[src/rtl/mc_control_if.sv]
// Control bundle between the multi-cycle controller and its datapath.
// master = controller side, slave = datapath side.
interface mc_control_if;
  logic [5:0] Op;
  logic [5:0] Func;
  logic       Z;
  logic [1:0] Aluc;
  logic       AluSrcA;
  logic [1:0] AluSrcB;
  logic       ExtZero;
  logic       IorD;
  logic       MemWrite;
  logic       IRWrite;
  logic       RegDst;
  logic       MemToReg;
  logic       RegWrite;
  logic [1:0] PCSrc;
  logic       PCWrite;
  logic [3:0] State;
  logic       Err;

  modport master (
    input  Op, Func, Z,
    output Aluc, AluSrcA, AluSrcB, ExtZero,
    output IorD, MemWrite, IRWrite,
    output RegDst, MemToReg, RegWrite,
    output PCSrc, PCWrite, State, Err
  );

  modport slave (
    output Op, Func, Z,
    input  Aluc, AluSrcA, AluSrcB, ExtZero,
    input  IorD, MemWrite, IRWrite,
    input  RegDst, MemToReg, RegWrite,
    input  PCSrc, PCWrite, State, Err
  );
endinterface

[src/rtl/mc_control.sv]
// Multi-cycle MIPS-subset main controller.
// Sequences each instruction and drives all datapath selects/enables.
module mc_control (
  input logic          Clk,
  input logic          Rst,
  mc_control_if.master bus
);

  localparam logic [3:0] FETCH  = 4'd0;
  localparam logic [3:0] DECODE = 4'd1;
  localparam logic [3:0] MEMADR = 4'd2;
  localparam logic [3:0] MEMRD  = 4'd3;
  localparam logic [3:0] MEMWB  = 4'd4;
  localparam logic [3:0] MEMWR  = 4'd5;
  localparam logic [3:0] EXEC_R = 4'd6;
  localparam logic [3:0] ALUWB  = 4'd7;
  localparam logic [3:0] EXEC_I = 4'd8;
  localparam logic [3:0] BRANCH = 4'd9;
  localparam logic [3:0] JUMP   = 4'd10;

  localparam logic [5:0] OP_R    = 6'b000000;
  localparam logic [5:0] OP_ADDI = 6'b001000;
  localparam logic [5:0] OP_ANDI = 6'b001100;
  localparam logic [5:0] OP_ORI  = 6'b001101;
  localparam logic [5:0] OP_LW   = 6'b100011;
  localparam logic [5:0] OP_SW   = 6'b101011;
  localparam logic [5:0] OP_BEQ  = 6'b000100;
  localparam logic [5:0] OP_BNE  = 6'b000101;
  localparam logic [5:0] OP_J    = 6'b000010;

  localparam logic [5:0] FN_ADD = 6'b100000;
  localparam logic [5:0] FN_SUB = 6'b100010;
  localparam logic [5:0] FN_AND = 6'b100100;
  localparam logic [5:0] FN_OR  = 6'b100101;

  logic [3:0] state;
  logic [3:0] nxt;
  logic       err;
  logic       set_err;

  logic is_r, fn_ok, is_mem, is_ari;
  logic is_br, is_j;

  assign fn_ok  = (bus.Func == FN_ADD) || (bus.Func == FN_SUB) ||
                  (bus.Func == FN_AND) || (bus.Func == FN_OR);
  assign is_r   = (bus.Op == OP_R) && fn_ok;
  assign is_mem = (bus.Op == OP_LW) || (bus.Op == OP_SW);
  assign is_ari = (bus.Op == OP_ADDI) || (bus.Op == OP_ANDI) ||
                  (bus.Op == OP_ORI);
  assign is_br  = (bus.Op == OP_BEQ) || (bus.Op == OP_BNE);
  assign is_j   = (bus.Op == OP_J);

  always_ff @(posedge Clk or posedge Rst) begin
    if (Rst) begin
      state <= FETCH;
      err   <= 1'b0;
    end else begin
      state <= nxt;
      if (set_err) err <= 1'b1;
    end
  end

  always_comb begin
    nxt     = FETCH;
    set_err = 1'b0;
    case (state)
      FETCH: nxt = DECODE;
      DECODE: begin
        unique case (1'b1)
          is_mem:  nxt = MEMADR;
          is_r:    nxt = EXEC_R;
          is_ari:  nxt = EXEC_I;
          is_br:   nxt = BRANCH;
          is_j:    nxt = JUMP;
          default: set_err = 1'b1;
        endcase
      end
      MEMADR: nxt = (bus.Op == OP_LW) ? MEMRD : MEMWR;
      MEMRD:  nxt = MEMWB;
      EXEC_R: nxt = ALUWB;
      EXEC_I: nxt = ALUWB;
      MEMWB, MEMWR, ALUWB, BRANCH, JUMP: nxt = FETCH;
      default: set_err = 1'b1;
    endcase
  end

  // Write enables are built first, then gated by Rst below.
  logic pc_we, ir_we, mem_we, reg_we;

  always_comb begin
    bus.Aluc     = 2'b00;
    bus.AluSrcA  = 1'b0;
    bus.AluSrcB  = 2'b00;
    bus.ExtZero  = 1'b0;
    bus.IorD     = 1'b0;
    bus.RegDst   = 1'b0;
    bus.MemToReg = 1'b0;
    bus.PCSrc    = 2'b00;
    pc_we        = 1'b0;
    ir_we        = 1'b0;
    mem_we       = 1'b0;
    reg_we       = 1'b0;
    case (state)
      FETCH: begin
        bus.AluSrcB = 2'b01;
        ir_we       = 1'b1;
        pc_we       = 1'b1;
      end
      DECODE: bus.AluSrcB = 2'b11;
      MEMADR: begin
        bus.AluSrcA = 1'b1;
        bus.AluSrcB = 2'b10;
      end
      MEMRD: bus.IorD = 1'b1;
      MEMWB: begin
        bus.MemToReg = 1'b1;
        reg_we       = 1'b1;
      end
      MEMWR: begin
        bus.IorD = 1'b1;
        mem_we   = 1'b1;
      end
      EXEC_R: begin
        bus.AluSrcA = 1'b1;
        unique case (1'b1)
          bus.Func == FN_SUB: bus.Aluc = 2'b01;
          bus.Func == FN_AND: bus.Aluc = 2'b10;
          bus.Func == FN_OR:  bus.Aluc = 2'b11;
          default:            bus.Aluc = 2'b00;
        endcase
      end
      ALUWB: begin
        bus.RegDst = (bus.Op == OP_R);
        reg_we     = 1'b1;
      end
      EXEC_I: begin
        bus.AluSrcA = 1'b1;
        bus.AluSrcB = 2'b10;
        unique case (1'b1)
          bus.Op == OP_ANDI: begin
            bus.Aluc    = 2'b10;
            bus.ExtZero = 1'b1;
          end
          bus.Op == OP_ORI: begin
            bus.Aluc    = 2'b11;
            bus.ExtZero = 1'b1;
          end
          default: bus.Aluc = 2'b00;
        endcase
      end
      BRANCH: begin
        bus.AluSrcA = 1'b1;
        bus.Aluc    = 2'b01;
        bus.PCSrc   = 2'b01;
        pc_we = ((bus.Op == OP_BEQ) && bus.Z) ||
                ((bus.Op == OP_BNE) && !bus.Z);
      end
      JUMP: begin
        bus.PCSrc = 2'b10;
        pc_we     = 1'b1;
      end
      default: ;
    endcase
  end

  assign bus.PCWrite  = pc_we  & ~Rst;
  assign bus.IRWrite  = ir_we  & ~Rst;
  assign bus.MemWrite = mem_we & ~Rst;
  assign bus.RegWrite = reg_we & ~Rst;
  assign bus.State    = state;
  assign bus.Err      = err;

endmodule

[src/flat_wrapper.sv]
// flat-port wrapper written by rule: the top's interface ports become plain ports
module mc_control_flat 
  (Clk, Rst, bus_Op, bus_Func, bus_Z, bus_Aluc, bus_AluSrcA, bus_AluSrcB, bus_ExtZero, bus_IorD, bus_MemWrite, bus_IRWrite, bus_RegDst, bus_MemToReg, bus_RegWrite, bus_PCSrc, bus_PCWrite, bus_State, bus_Err);
  mc_control_if bus_i ();
  input logic Clk;
  input logic Rst;
  input wire logic [$bits(bus_i.Op)-1:0] bus_Op;
  input wire logic [$bits(bus_i.Func)-1:0] bus_Func;
  input wire logic [$bits(bus_i.Z)-1:0] bus_Z;
  output wire logic [$bits(bus_i.Aluc)-1:0] bus_Aluc;
  output wire logic [$bits(bus_i.AluSrcA)-1:0] bus_AluSrcA;
  output wire logic [$bits(bus_i.AluSrcB)-1:0] bus_AluSrcB;
  output wire logic [$bits(bus_i.ExtZero)-1:0] bus_ExtZero;
  output wire logic [$bits(bus_i.IorD)-1:0] bus_IorD;
  output wire logic [$bits(bus_i.MemWrite)-1:0] bus_MemWrite;
  output wire logic [$bits(bus_i.IRWrite)-1:0] bus_IRWrite;
  output wire logic [$bits(bus_i.RegDst)-1:0] bus_RegDst;
  output wire logic [$bits(bus_i.MemToReg)-1:0] bus_MemToReg;
  output wire logic [$bits(bus_i.RegWrite)-1:0] bus_RegWrite;
  output wire logic [$bits(bus_i.PCSrc)-1:0] bus_PCSrc;
  output wire logic [$bits(bus_i.PCWrite)-1:0] bus_PCWrite;
  output wire logic [$bits(bus_i.State)-1:0] bus_State;
  output wire logic [$bits(bus_i.Err)-1:0] bus_Err;
  assign bus_i.Op = bus_Op;
  assign bus_i.Func = bus_Func;
  assign bus_i.Z = bus_Z;
  assign bus_Aluc = bus_i.Aluc;
  assign bus_AluSrcA = bus_i.AluSrcA;
  assign bus_AluSrcB = bus_i.AluSrcB;
  assign bus_ExtZero = bus_i.ExtZero;
  assign bus_IorD = bus_i.IorD;
  assign bus_MemWrite = bus_i.MemWrite;
  assign bus_IRWrite = bus_i.IRWrite;
  assign bus_RegDst = bus_i.RegDst;
  assign bus_MemToReg = bus_i.MemToReg;
  assign bus_RegWrite = bus_i.RegWrite;
  assign bus_PCSrc = bus_i.PCSrc;
  assign bus_PCWrite = bus_i.PCWrite;
  assign bus_State = bus_i.State;
  assign bus_Err = bus_i.Err;
  mc_control u_core (.Clk(Clk), .Rst(Rst), .bus(bus_i));
endmodule
[config.mk]
export PLATFORM = sky130hd
export DESIGN_NAME = mc_control_flat
export DESIGN_NICKNAME = d
export VERILOG_FILES = /design/src/rtl/mc_control_if.sv /design/src/rtl/mc_control.sv /design/src/flat_wrapper.sv
export SDC_FILE = /design/constraint.sdc
export NUM_CORES = 1
export LEC_CHECK = 0
export BUFFER_PORTS_ARGS = -buffer_cell sky130_fd_sc_hd__buf_2
export CAP_MARGIN = 0
export CORE_MARGIN = 4
export CORE_UTILIZATION = 44
export DETAILED_ROUTE_END_ITERATION = 12
export PLACE_DENSITY = 0.78
export RECOVER_POWER = 25
export SETUP_SLACK_MARGIN = 0.3
export SYNTH_ARGS = -nofsm -noshare
export SYNTH_HDL_FRONTEND = slang
export SYNTH_SLANG_ARGS = --single-unit
[constraint.sdc]
create_clock -name Clk -period 2.4 [get_ports Clk]
set_input_delay 0.48 -clock Clk [delete_from_list [all_inputs] [get_ports Clk]]
set_output_delay 0.48 -clock Clk [all_outputs]
set_load 0.01 [all_outputs]
Word level (Yosys, flattened, before mapping)
Index checks and enable logic that the tools add are counted.
{"block": "classes", "n_eq_ne": 22, "mux": 20, "n_bitwise": 5, "n_reduce_logical": 23}
{"cell": "4-bit case mux with 5 select lines", "n": 2}
{"cell": "6-bit equality test, second input constant", "n": 6}
{"cell": "6-bit by 4-bit equality test with 1-bit output, second input constant", "n": 3}
{"cell": "2-bit case mux with 3 select lines", "n": 3}
{"cell": "4-bit by 3-bit equality test with 1-bit output, second input constant", "n": 4}
{"cell": "4-bit equality test, second input constant", "n": 3}
{"cell": "6-bit by 3-bit equality test with 1-bit output, second input constant", "n": 2}
{"cell": "2-bit OR reduction", "n": 6}
{"cell": "1-bit 2-to-1 mux", "n": 10}
{"cell": "10-bit OR reduction", "n": 1}
{"cell": "4-bit by 2-bit equality test with 1-bit output, second input constant", "n": 2}
{"cell": "1-bit logical OR", "n": 8}
{"cell": "2-bit case mux with 2 select lines", "n": 2}
{"cell": "6-bit by 2-bit equality test with 1-bit output, second input constant", "n": 1}
{"cell": "6-bit logical NOT", "n": 1}
{"cell": "5-bit OR reduction", "n": 1}
{"cell": "1-bit bitwise AND", "n": 4}
{"cell": "4-bit by 1-bit equality test with 1-bit output, second input constant", "n": 1}
{"cell": "4-bit logical NOT", "n": 1}
{"cell": "1-bit case mux with 2 select lines", "n": 2}
{"cell": "4-bit OR reduction", "n": 1}
{"cell": "1-bit logical AND", "n": 3}
{"cell": "3-bit 2-to-1 mux", "n": 1}
{"cell": "1-bit logical NOT", "n": 1}
{"cell": "1-bit inverter", "n": 1}
{"block": "totals", "ff_bits": 5, "in_bits": 15, "out_inout_bits": 20, "word_cells": 72}

Logic depth before layout (Yosys ltp)
Gate-level depths: netlist of run 1.
{"block": "logic_depth", "ltp_word": 8, "depth_mapped": 5, "ltp_nobuf": 4}

Worst setup path before layout of run 1
Ideal clock, no wire load.
{"block": "synth_timing", "kind": "input -> output", "from": "in bus_Op[1]", "to": "out bus_PCWrite", "arrival_ns": 1.738, "t_required_ns": 1.920, "slack_ns": 0.182, "path_stages": 4, "n_path_buf": 0, "cell_sequence": "nor4b_1 -> nand2b_1 -> o31a_1 -> a2111oi_2"}
{"block": "synth_between", "elab_chain_cells": 5, "word_cells_on_any_way": 7, "cone_classes": "2 x eq/ne; 1 x mux; 1 x bitwise; 3 x reduce/logical"}
{"item": "start: declaration", "line": "flat_wrapper.sv:7", "source": "input wire logic [$bits(bus_i.Op)-1:0] bus_Op;"}
{"item": "6-bit by 3-bit equality test with 1-bit output, on equally long branches", "line": "mc_control.sv:155, mc_control.sv:156"}
{"item": "1-bit logical AND, on equally long branches", "line": "mc_control.sv:155, mc_control.sv:156"}
{"item": "1-bit logical OR (*)", "line": "mc_control.sv:155", "source": "pc_we = ((bus.Op == OP_BEQ) && bus.Z) ||"}
{"item": "1-bit case mux with 2 select lines (*)", "line": "mc_control.sv:103", "source": "case (state)"}
{"item": "1-bit bitwise AND (*)", "line": "mc_control.sv:166", "source": "assign bus.PCWrite = pc_we & ~Rst;"}
{"item": "end: declaration", "line": "flat_wrapper.sv:21", "source": "output wire logic [$bits(bus_i.PCWrite)-1:0] bus_PCWrite;"}
Every way passes the cells marked *; elsewhere a longest branch is shown, timed or not.

Worst setup path in the final report of run 1
{"block": "layout_timing", "from": "in bus_Op[5]", "to": "out bus_PCWrite"}
Same word-level chain as after synthesis.

==> summary.md, run 1 <==
| Metric | Value |
|---|---|
| Synth area leaders | `dfrtp_1 19%, nor2_1 7.4%, nand2b_1 5.7%` |
| CP required | `1.92 ns` |
| DRT Pass-1 Iters | `4` |
| Number of max-cap violations | `0` |
| CTS Buf Count | `3` |
| Clk Latency, worst-skew pair | `0.24 ns` |
| Antenna-violating nets left | `0` |
| Avg WL per Cell | `13.98 µm` |
| Clock Sinks | `5` |
| Crit start category | `primary input` |
| Status | `complete, no violations` |
| Drt via density | `5.830` |
| Largest area contributor in the netlist | `dfrtp_1` |
| CTS Hold Bufs | `0` |
| DR vias | `857` |
| Port-buffer cells | `34` |
| Reg-to-reg critical path endpoint | `u_core.bus.Err` |
| Yosys Warn Count | `0` |
| Synth cell count leaders | `13 x nor2_1, 8 x nand2_1, 6 x nand2b_1, 6 x nand3_1` |
| Worst vdd ir | `0.0004768 V` |
| PwrDens | `561.0 nW/µm²` |
| Synth Cell Area | `663.1 µm²` |
| Setup Crit Path Kind | `in -> out` |
| Least-Margin Pin Slew | `0.3457 ns` |
| Asr flop ratio synth | `100.0%` |
| Post-synth EDFFs | `0` |
| Cell Area, Placed | `893.4 µm²` |
| RSZ-0062 raised after global routing | `true` |
| Netlist cell types | `38` |
| #FFs+latches synth | `5` |
| Register-to-Register Setup Slack | `0.84 ns` |
| Worst Hold Class | `in -> async` |
| # rows | `13` |
| Seq/Total Area, Yosys | `18.87%` |
| Rel. slew slack | `76.63%` |
| Global-route wire length before repair | `3.118 mm` |
| Final hold violations | `0` |
| Pins over their slew limit | `0` |
| Initial antenna violation count | `0` |
| Largest net degree at the start of global routing | `16` |
| Worst-case reg-to-reg path depth | `5` |
| Fillers | `111` |
| Leakage | `0.4611 nW` |
| Hold Slack | `0.2390 ns` |
| Root Buffer | `clkbuf_4` |
| Initial Utilization | `48.53%` |
| Layout cells sized above 1 | `46.21%` |
| # diodes | `0` |
| Min cycle time layout | `2.231 ns` |
| GPL Wtd Cong | `0.8410` |
| Fmax | `448.2 MHz` |
| Die span in y | `46.82 µm` |
| Remaining DRCs | `0` |
| CP arrival | `1.75 ns` |
| CTS tree | `done` |
| Final WL | `2.055 mm` |
| CTS H-tree lvls | `1` |
| # IOs | `35` |
| Most common cell in the netlist | `nor2_1` |
| Placed wire-length estimate | `1.594 mm` |
| Tcrit/Tclk final | `92.97%` |
| Global route overflow | `0` |
| Top FF cell, synth | `dfrtp_1` |
| Core Region | `1366 µm²` |
| Gr usage total | `19.70%` |
| Die ar. | `2192 µm²` |
| Drt initial violations | `22` |
| CTS max path bufs | `2` |
| Area share of the largest cell type after synthesis | `18.87%` |
| Worst Clk Skew | `0.005058 ns` |
| Reg clk slew, reported paths | `0.04 ns` |
| Final setup vio count | `0` |
| Mean Syn Cell Area | `7.287 µm²` |
| Syn_nets | `106` |
| CP Max Fanout | `2` |
| Post-synthesis cell count | `91` |
| Layout area overhead | `51.13%` |
| Final Net Count | `148` |
| CP Capture Type | `output pin` |
| Number of global-route vias before repair | `751` |
| Final Cell Area | `1002 µm²` |
| Reg2reg start | `u_core.bus.State[3]` |
| Die X | `46.82 µm` |
power by group:
part | total (mW) | internal (mW) | switching [mW]
sequential | 0.122 | 0.0986 | 0.0233
clock | 0.0948 | 0.0627 | 0.0321
combinational | 0.345 | 0.154 | 0.192
total | 0.562 | 0.315 | 0.247
cells in the final DEF (no fill, tap or decap), types with 2 or more instances in the layout:
master | netlist | final
a31oi_1 | 2 | 2
buf_6 | 1 | 3
nor3b_1 | 4 | 3
clkbuf_1 | 5 | 3
o31a_1 | 2 | 2
dfrtp_1 | 5 | 3
clkbuf_4 | 0 | 3
buf_4 | 0 | 8
nand3_1 | 6 | 6
nand2_1 | 8 | 8
nor3_1 | 5 | 4
buf_2 | 0 | 29
nand2b_1 | 6 | 4
nor2b_1 | 2 | 2
dfrtp_2 | 0 | 2
inv_1 | 3 | 3
a21oi_1 | 3 | 3
nor2_1 | 13 | 12
xnor2_1 | 2 | 2
through the flow:
| stage | power [mW] | worst slack, ns | util [%] | std cells | TNS, ns |
|---|---|---|---|---|---|
| after floorplan | 0.3240 | 0.3284 | - | 91 | 0 |
| after global placement | 0.4307 | 0.03241 | 65.38 | 141 | 0 |
| after detailed placement | 0.4389 | -0.01290 | 65.38 | 141 | -0.01290 |
| after CTS | 0.5459 | 0.1819 | 70.70 | 147 | 0 |
| after global routing | 0.6123 | 0.1108 | 73.35 | 147 | 0 |
| final | 0.5622 | 0.1688 | 73.35 | 147 | 0 |
final cells by class:
| cell class | count | area, µm² | share of cell area (%) |
|---|---|---|---|
| inverters | 3 | 11.26 | 1.124 |
| flip-flops and latches | 5 | 127.6 | 12.73 |
| multi-input cells | 77 | 556.8 | 55.56 |
| clock buffers | 4 | 26.28 | 2.622 |
| well taps | 15 | 18.77 | 1.873 |
| repair buffers | 43 | 261.5 | 26.09 |
per-layer routing:
layer | vias up | share of wire [%] | global-route usage (%)
li1 | 423 | - | -
met1 | 394 | 37 | 21.02
met2 | 36 | 54 | 37.13
met3 | 4 | 7.7 | 5.364
met4 | 0 | 1.0 | 6.077
met5 | - | 0 | 0
worst max path at each step:
stage	startpoint	endpoint	slack (ns)
2_1_floorplan	bus_Op[1]	bus_PCWrite	0.33
3_3_place_gp	bus_Op[5]	bus_PCWrite	0.03
3_5_place_dp	bus_Op[5]	bus_PCWrite	-0.01
4_1_cts	bus_Op[5]	bus_PCWrite	0.18
5_1_grt	bus_Op[5]	bus_PCWrite	0.11
6_report	bus_Op[5]	bus_PCWrite	0.17
cell families after synthesis:
logic type | Yosys count | synth area share [%]
XOR/XNOR | 2 | 2.642
flip-flops | 5 | 18.87
multiplexers | 1 | 1.698
AND/OR/NAND/NOR | 57 | 50.38
buffers and inverters | 9 | 6.226
AO/OA/AOI/OAI | 17 | 20.19
what timing repair did:
item	in CTS	in global routing
setup buffers	2	0
setup endpoints to repair	3	4
gates resized for setup	8	10
pin swaps	3	2
worst max-delay path, cell delays in order:
cell	delay, ns
buf_8	0.10
nor4b_4	0.31
nand2b_1	0.12
o31a_1	0.28
a2111oi_4	0.29
buf_2	0.18
state kept, by name, indices dropped and copies added (netlist names):
signal            flops
u_core.bus.Err        1
u_core.bus.State      4
No activity file was read; power rests on OpenSTA's default activity.
==> inputs of run 2 (changes only) <==
- clock period: 2.4 -> 2.3 ns (I/O delays scaled with it)
==> run 2 against run 1 <==
  * Routed wire length increased by 7.0%
  * Clock skew is essentially flat
  * Sequential power hardly changed
  * Highest routed layer unchanged
  * Combinational power grew 5%
  * Via count rose by 2.2%
  * Cell count unchanged
  * Largest power group unchanged
  * Sequential cell count did not move
  * Worst setup slack lost 0.077 ns
==> summary.md, run 2 (synthesis results as in run 1) <==
| Metric | Value |
|---|---|
| Fillers | `124 (+12%)` |
| Min cycle time layout | `2.208 ns` |
| Footprint of the multi-input gates | `546.8 µm² (-1.8%)` |
| Drt initial violations | `11 (-50%)` |
| Global-route wire length before repair | `3.415 mm (+9.5%)` |
| Avg WL per Cell | `14.96 µm (+7.0%)` |
| Placed wire-length estimate | `1.675 mm (+5.1%)` |
| Reg clk slew, reported paths | `0.05 ns (about the same)` |
| Reg2reg start | `u_core.bus.State[3]` |
| Most used cell, CP | `buf_2` |
| CP arrival | `1.75 ns (about the same)` |
| Largest net degree at the start of global routing | `16 (unchanged)` |
| CTS tree | `done` |
| Placement Setup Slack | `0.01534 ns (+0.02824 ns)` |
| Final WL | `2.199 mm (+7.0%)` |
| PwrDens | `608.3 nW/µm² (+8.4%)` |
| Final setup TNS | `0 ns (unchanged)` |
| Setup Crit Path Kind | `in -> out` |
| Die ar. | `2192 µm² (unchanged)` |
| Clock Sinks | `5 (unchanged)` |
| RSZ-0062 raised after global routing | `true` |
| Commonest cells after routing, fill and taps aside | `32 x buf_2, 13 x nor2_1, 8 x nand2_1, 8 x buf_4, 6 x nand3_1` |
| Crit start category | `primary input` |
| Max stage delay cell, worst path | `nor4b_4` |
| Cell Area, Placed | `900.9 µm² (+0.84%)` |
| Worst Hold Class | `in -> async` |
| Tot Pwr | `589.8 µW (+4.9%)` |
| Final Cell Area | `969.7 µm² (-3.2%)` |
| Met1 wire length | `858 µm (+12%)` |
| Die X | `46.82 µm (unchanged)` |
| DR vias | `876 (+2.2%)` |
| # IOs | `35 (unchanged)` |
| Most common cell after layout, fill and taps aside | `buf_2` |
| Tcrit/Tclk final | `96.02%` |
| CP bufs+invs | `2 (unchanged)` |
| Pins over their slew limit | `0 (unchanged)` |
| Drt via density | `5.959 (+2.2%)` |
| CP Cell Sequence | `buf_2 > nor4b_4 > nand2b_1 > o31a_1 > a2111oi_4 > buf_2` |
| Final hold violations | `0 (unchanged)` |
| Core Region | `1366 µm² (unchanged)` |
| Number of global-route vias before repair | `850 (+13%)` |
| Top Layer Used | `met4` |
| Reg-to-reg critical path endpoint | `u_core.bus.Err` |
| Initial Utilization | `48.53% (unchanged)` |
| Setup WS post-layout | `0.09165 ns (-0.07711 ns)` |
| Post-Place Cells | `142 (+0.71%)` |
| CP max stage delay | `0.29 ns (-0.02 ns)` |
| Largest register FFs | `4 (unchanged)` |
| Metal2 WL | `1.155 mm (+4.0%)` |
| CTS max path bufs | `2 (unchanged)` |
| CP Max Fanout | `6 (+4)` |
| DRT Pass-1 Iters | `4 (unchanged)` |
| Initial antenna violation count | `0 (unchanged)` |
| Least-Margin Pin Slew | `0.4057 ns (+0.05999 ns)` |
| WP depth | `6 (unchanged)` |
| Final Net Count | `148 (unchanged)` |
| Leakage | `0.4449 nW (-3.5%)` |
| Worst-case reg-to-reg path depth | `6 (+1)` |
| Worst vdd ir | `0.0004018 V (-16%)` |
| Worst Clk Skew | `0.005370 ns (+0.0003123 ns)` |
| CTS H-tree lvls | `1 (unchanged)` |
| Worst Setup EP | `bus_PCWrite` |
| Antenna-violating nets left | `0 (unchanged)` |
| Final setup vio count | `0 (unchanged)` |
| Clk Latency, worst-skew pair | `0.25 ns (about the same)` |
| Remaining DRCs | `0 (unchanged)` |
| Critical Path Start | `bus_Op[5]` |
| CP delay by family, top | `compound AO/OA/AOI/OAI gates` |
| Number of max-cap violations | `0 (unchanged)` |
| Layout area overhead | `46.23%` |
| CP Capture Type | `output pin` |
| CTS Buf Count | `3 (unchanged)` |
| Register area | `127.6 µm² (unchanged)` |
| Fmax | `452.8 MHz` |
| # diodes | `0 (unchanged)` |
| Rel. slew slack | `72.57% (-4.1 points)` |
| Port-buffer cells | `34 (unchanged)` |
| Root Buffer | `clkbuf_4` |
| CP required | `1.84 ns (-0.08 ns)` |
| Gr usage total | `21.71% (+2.0 points)` |
| # rows | `13 (unchanged)` |
| Hold Slack | `0.2194 ns (-0.01963 ns)` |
| Status | `complete, no violations` |
| Register-to-Register Setup Slack | `0.66 ns (-0.18 ns)` |
| Finished Layout Cells | `147 (unchanged)` |
| Post-layout util | `70.97% (-2.4 points)` |
| Global route overflow | `0 (unchanged)` |
| Layout cells sized above 1 | `45.45% (-0.76 points)` |
| GPL Wtd Cong | `0.7827 (-6.9%)` |
| Met3 Routed Length | `133 µm (-16%)` |
| Die span in y | `46.82 µm (unchanged)` |
[run 2: worst register-to-register path, stage by stage, from the launching register on]
cell	delay, ns
dfrtp_2	0.48
buf_4	0.20
nor3_2	0.22
buf_4	0.16
nand2_1	0.08
a311oi_1	0.27
a221o_1	0.18
[run 2: timing repair]
action                     4_1_cts  5_1_grt
setup endpoints to repair        6        6
gates cloned                     0        0
hold buffers                     0        0
resized for setup                8        1
pin swaps                        3        1
buffers inserted                 1        0
[run 2: how the worst min path moves through the flow]
stage	startpoint	to	slack [ns]	cells past startpoint
6_report	Rst	u_core.bus.Err	0.22	2
2_1_floorplan	Rst	u_core.bus.Err	0.24	1
5_1_grt	Rst	u_core.bus.Err	0.24	2
4_1_cts	Rst	u_core.bus.Err	0.17	2
3_3_place_gp	Rst	u_core.bus.State[2]	0.42	2
3_5_place_dp	Rst	u_core.bus.State[2]	0.43	2
[run 2: metal layers]
layer / vias to the layer above / GRT usage [%]
met5: - / 0
met4: 0 / 9.945
met3: 7 / 4.981
met2: 38 / 42.28
met1: 412 / 21.20
li1: 419 / -
[run 2: where the power goes]
part / leakage (nW) / internal, mW / switching, mW
sequential: 0.0587 / 0.103 / 0.0219
combinational: 0.371 / 0.156 / 0.205
clock: 0.0150 / 0.0657 / 0.0385
total: 0.445 / 0.324 / 0.265
[run 2: final cells by class]
type	instances	share of cell area, %
Sequential cell	5	13.16
Inverter	3	1.161
Multi-Input combinational cell	77	56.39
Tap cell	15	1.935
Clock buffer	4	2.710
Timing Repair Buffer	43	24.65
==> inputs of run 3 (changes only) <==
- SETUP_SLACK_MARGIN: 0.3 -> 0.1
==> run 3 against run 2 <==
  * Critical path depth rose by 1
  * Routed wire length shrank 0.64%
  * Critical path type unchanged
  * Clock power about the same
  * Clock-buffer cell count unchanged
  * Cell area decreased by 0.13%
  * Sequential cell count stayed put
  * Maximum frequency shrank 1.8%
  * Worst setup slack worse by 0.040 ns
  * Via count shrank 0.68%
==> summary.md, run 3 (synthesis results as in run 1) <==
| Metric | Value |
|---|---|
| Status | `complete, no violations` |
| Layout cells sized above 1 | `43.28% (-2.2 points)` |
| Initial Utilization | `48.53% (unchanged)` |
| Final hold violations | `0 (unchanged)` |
| Die ar. | `2192 µm² (unchanged)` |
| Worst vdd ir | `0.0003009 V (-25%)` |
| CP required | `1.84 ns (about the same)` |
| CTS tree | `done` |
| Commonest cells after routing, fill and taps aside | `30 x buf_2, 13 x nor2_1, 11 x buf_4` |
| Setup Crit Path Kind | `in -> out` |
| Pins over their slew limit | `0 (unchanged)` |
| Comb pwr share | `59.2% (-2.0 points)` |
| Final Net Count | `150 (+1.4%)` |
| CTS Hold Bufs | `0 (unchanged)` |
| Largest register FFs | `4 (unchanged)` |
| Port-buffer cells | `34 (unchanged)` |
| Number of global-route vias before repair | `771 (-9.3%)` |
| CTS H-tree lvls | `1 (unchanged)` |
| Largest net degree at the start of global routing | `12 (-4)` |
| Critical Path Start | `bus_Op[4]` |
| Root Buffer | `clkbuf_4` |
| Global route overflow | `0 (unchanged)` |
| Worst Clk Skew | `0.003657 ns (-0.001713 ns)` |
| # IOs | `35 (unchanged)` |
| Worst Hold Class | `in -> async` |
| Global-route wire length before repair | `3.429 mm (+0.41%)` |
| Fillers | `109 (-12%)` |
| Hold Slack | `0.1831 ns (-0.03627 ns)` |
| Finished Layout Cells | `149 (+1.4%)` |
| CP Max Fanout | `2 (-4)` |
| Rel. slew slack | `73.90% (+1.3 points)` |
| Tcrit/Tclk final | `97.76% (+1.7 points)` |
| Max stage delay cell, worst path | `nor4b_4` |
| Reg2reg start | `u_core.bus.State[2]` |
| # rows | `13 (unchanged)` |
| Final WL | `2.185 mm (-0.64%)` |
| Core Region | `1366 µm² (unchanged)` |
| # diodes | `0 (unchanged)` |
| Drt via density | `5.839 (-2.0%)` |
| Die X | `46.82 µm (unchanged)` |
| Reg-to-reg critical path endpoint | `u_core.bus.Err` |
| Remaining DRCs | `0 (unchanged)` |
| Clk Latency, worst-skew pair | `0.25 ns (about the same)` |
| CP arrival | `1.79 ns (+0.04 ns)` |
| Initial antenna violation count | `0 (unchanged)` |
| Gr usage total | `21.96% (+0.25 points)` |
| Worst-case reg-to-reg path depth | `5 (-1)` |
| Placed wire-length estimate | `1.733 mm (+3.5%)` |
| PwrDens | `585.3 nW/µm² (-3.8%)` |
| Worst Setup EP | `bus_PCWrite` |
| Antenna-violating nets left | `0 (unchanged)` |
| CP Cell Sequence | `buf_8 > nor4b_4 > buf_4 > nand2b_4 > o31a_1 > a2111oi_2 > buf_2` |
| Fmax | `444.7 MHz (-1.8%)` |
| Number of max-cap violations | `0 (unchanged)` |
| CTS Buf Count | `3 (unchanged)` |
| Power Internal | `313.5 µW (-3.4%)` |
| Avg WL per Cell | `14.66 µm (-2.0%)` |
| Min cycle time layout | `2.248 ns (+0.04014 ns)` |
| Reg clk slew, reported paths | `0.05 ns (about the same)` |
| Leakage | `0.4625 nW (+4.0%)` |
| Post-layout util | `70.88% (-0.092 points)` |
| Post-CTS Setup Inserts | `0 (-1)` |
| DRT Pass-1 Iters | `4 (unchanged)` |
| Most common cell after layout, fill and taps aside | `buf_2` |
| Sw power | `253.3 µW (-4.6%)` |
| Layout area overhead | `46.04%` |
| Flop pwr share | `22.0% (+0.9 points)` |
| Sw Share | `44.69% (-0.31 points)` |
| Die span in y | `46.82 µm (unchanged)` |
| DR vias | `870 (-0.68%)` |
| CP Capture Type | `output pin` |
| Clock Sinks | `5 (unchanged)` |
| CTS max path bufs | `2 (unchanged)` |
| Crit start category | `primary input` |
| Least-Margin Pin Slew | `0.3885 ns (-0.01718 ns)` |
| Register-to-Register Setup Slack | `0.64 ns (-0.02 ns)` |
| Post-Place Cells | `145 (+2.1%)` |
| Drt initial violations | `25 (+14)` |
| Clock power frac | `18.8% (+1.1 points)` |
| RSZ-0062 raised after global routing | `true` |
| CP max stage delay | `0.29 ns (about the same)` |
| Final setup vio count | `0 (unchanged)` |
| GPL Wtd Cong | `0.8751 (+12%)` |
[run 3: timing repair]
action                     in CTS  in global routing
setup endpoints to repair       1                  2
pin swaps                       3                  0
resized for setup               5                  2
[run 3: per-layer routing]
metal	GRT usage (%)	part of all wire (%)
met3	1.149	6.5
met2	41.19	56
met4	9.945	0.46
met5	0	0
met1	25.17	37
[run 3: power by group through the flow]
stage	Sequential (mW)	Clock, mW	Combinational [mW]
floorplan	0.127	0	0.200
global placement	0.125	0	0.319
detailed placement	0.125	0	0.327
CTS	0.124	0.106	0.334
global route	0.128	0.111	0.376
finish	0.125	0.106	0.336
[run 3: stage by stage]
| stage | area [µm²] | total power [mW] | TNS [ns] | setup WS (ns) |
|---|---|---|---|---|
| after detailed placement | 904.6 | 0.4520 | -0.1334 | -0.1334 |
| after global placement | 904.6 | 0.4447 | -0.1235 | -0.1235 |
| final | 968.4 | 0.5668 | 0 | 0.05151 |
| after global routing | 968.4 | 0.6154 | -0.04717 | -0.04717 |
| after floorplan | 663.1 | 0.3269 | 0 | 0.1216 |
| after CTS | 965.9 | 0.5637 | 0 | 0.08691 |
[run 3: how the worst min path moves through the flow]
| stage | from | to | slack [ns] |
|---|---|---|---|
| after floorplan | Rst | u_core.bus.Err | 0.24 |
| after global placement | Rst | u_core.bus.State[2] | 0.41 |
| after detailed placement | Rst | u_core.bus.State[3] | 0.42 |
| after CTS | Rst | u_core.bus.State[0] | 0.16 |
| after global routing | Rst | u_core.bus.State[0] | 0.21 |
| final | Rst | u_core.bus.State[0] | 0.18 |
[run 3: critical path: cells and delay by family]
kind | cells | cell delay (ns)
compound gates | 2 | 0.54
buf+inv | 3 | 0.45
simple gates | 2 | 0.34
[run 3: layout make-up]
class / instances / area [µm²] / share of cell area, %
clock buffer: 4 / 26.28 / 2.713
inverter: 3 / 11.26 / 1.163
multi-input combinational: 77 / 519.2 / 53.62
sequential: 5 / 126.4 / 13.05
tap: 15 / 18.77 / 1.938
timing repair buffer: 45 / 266.5 / 27.52
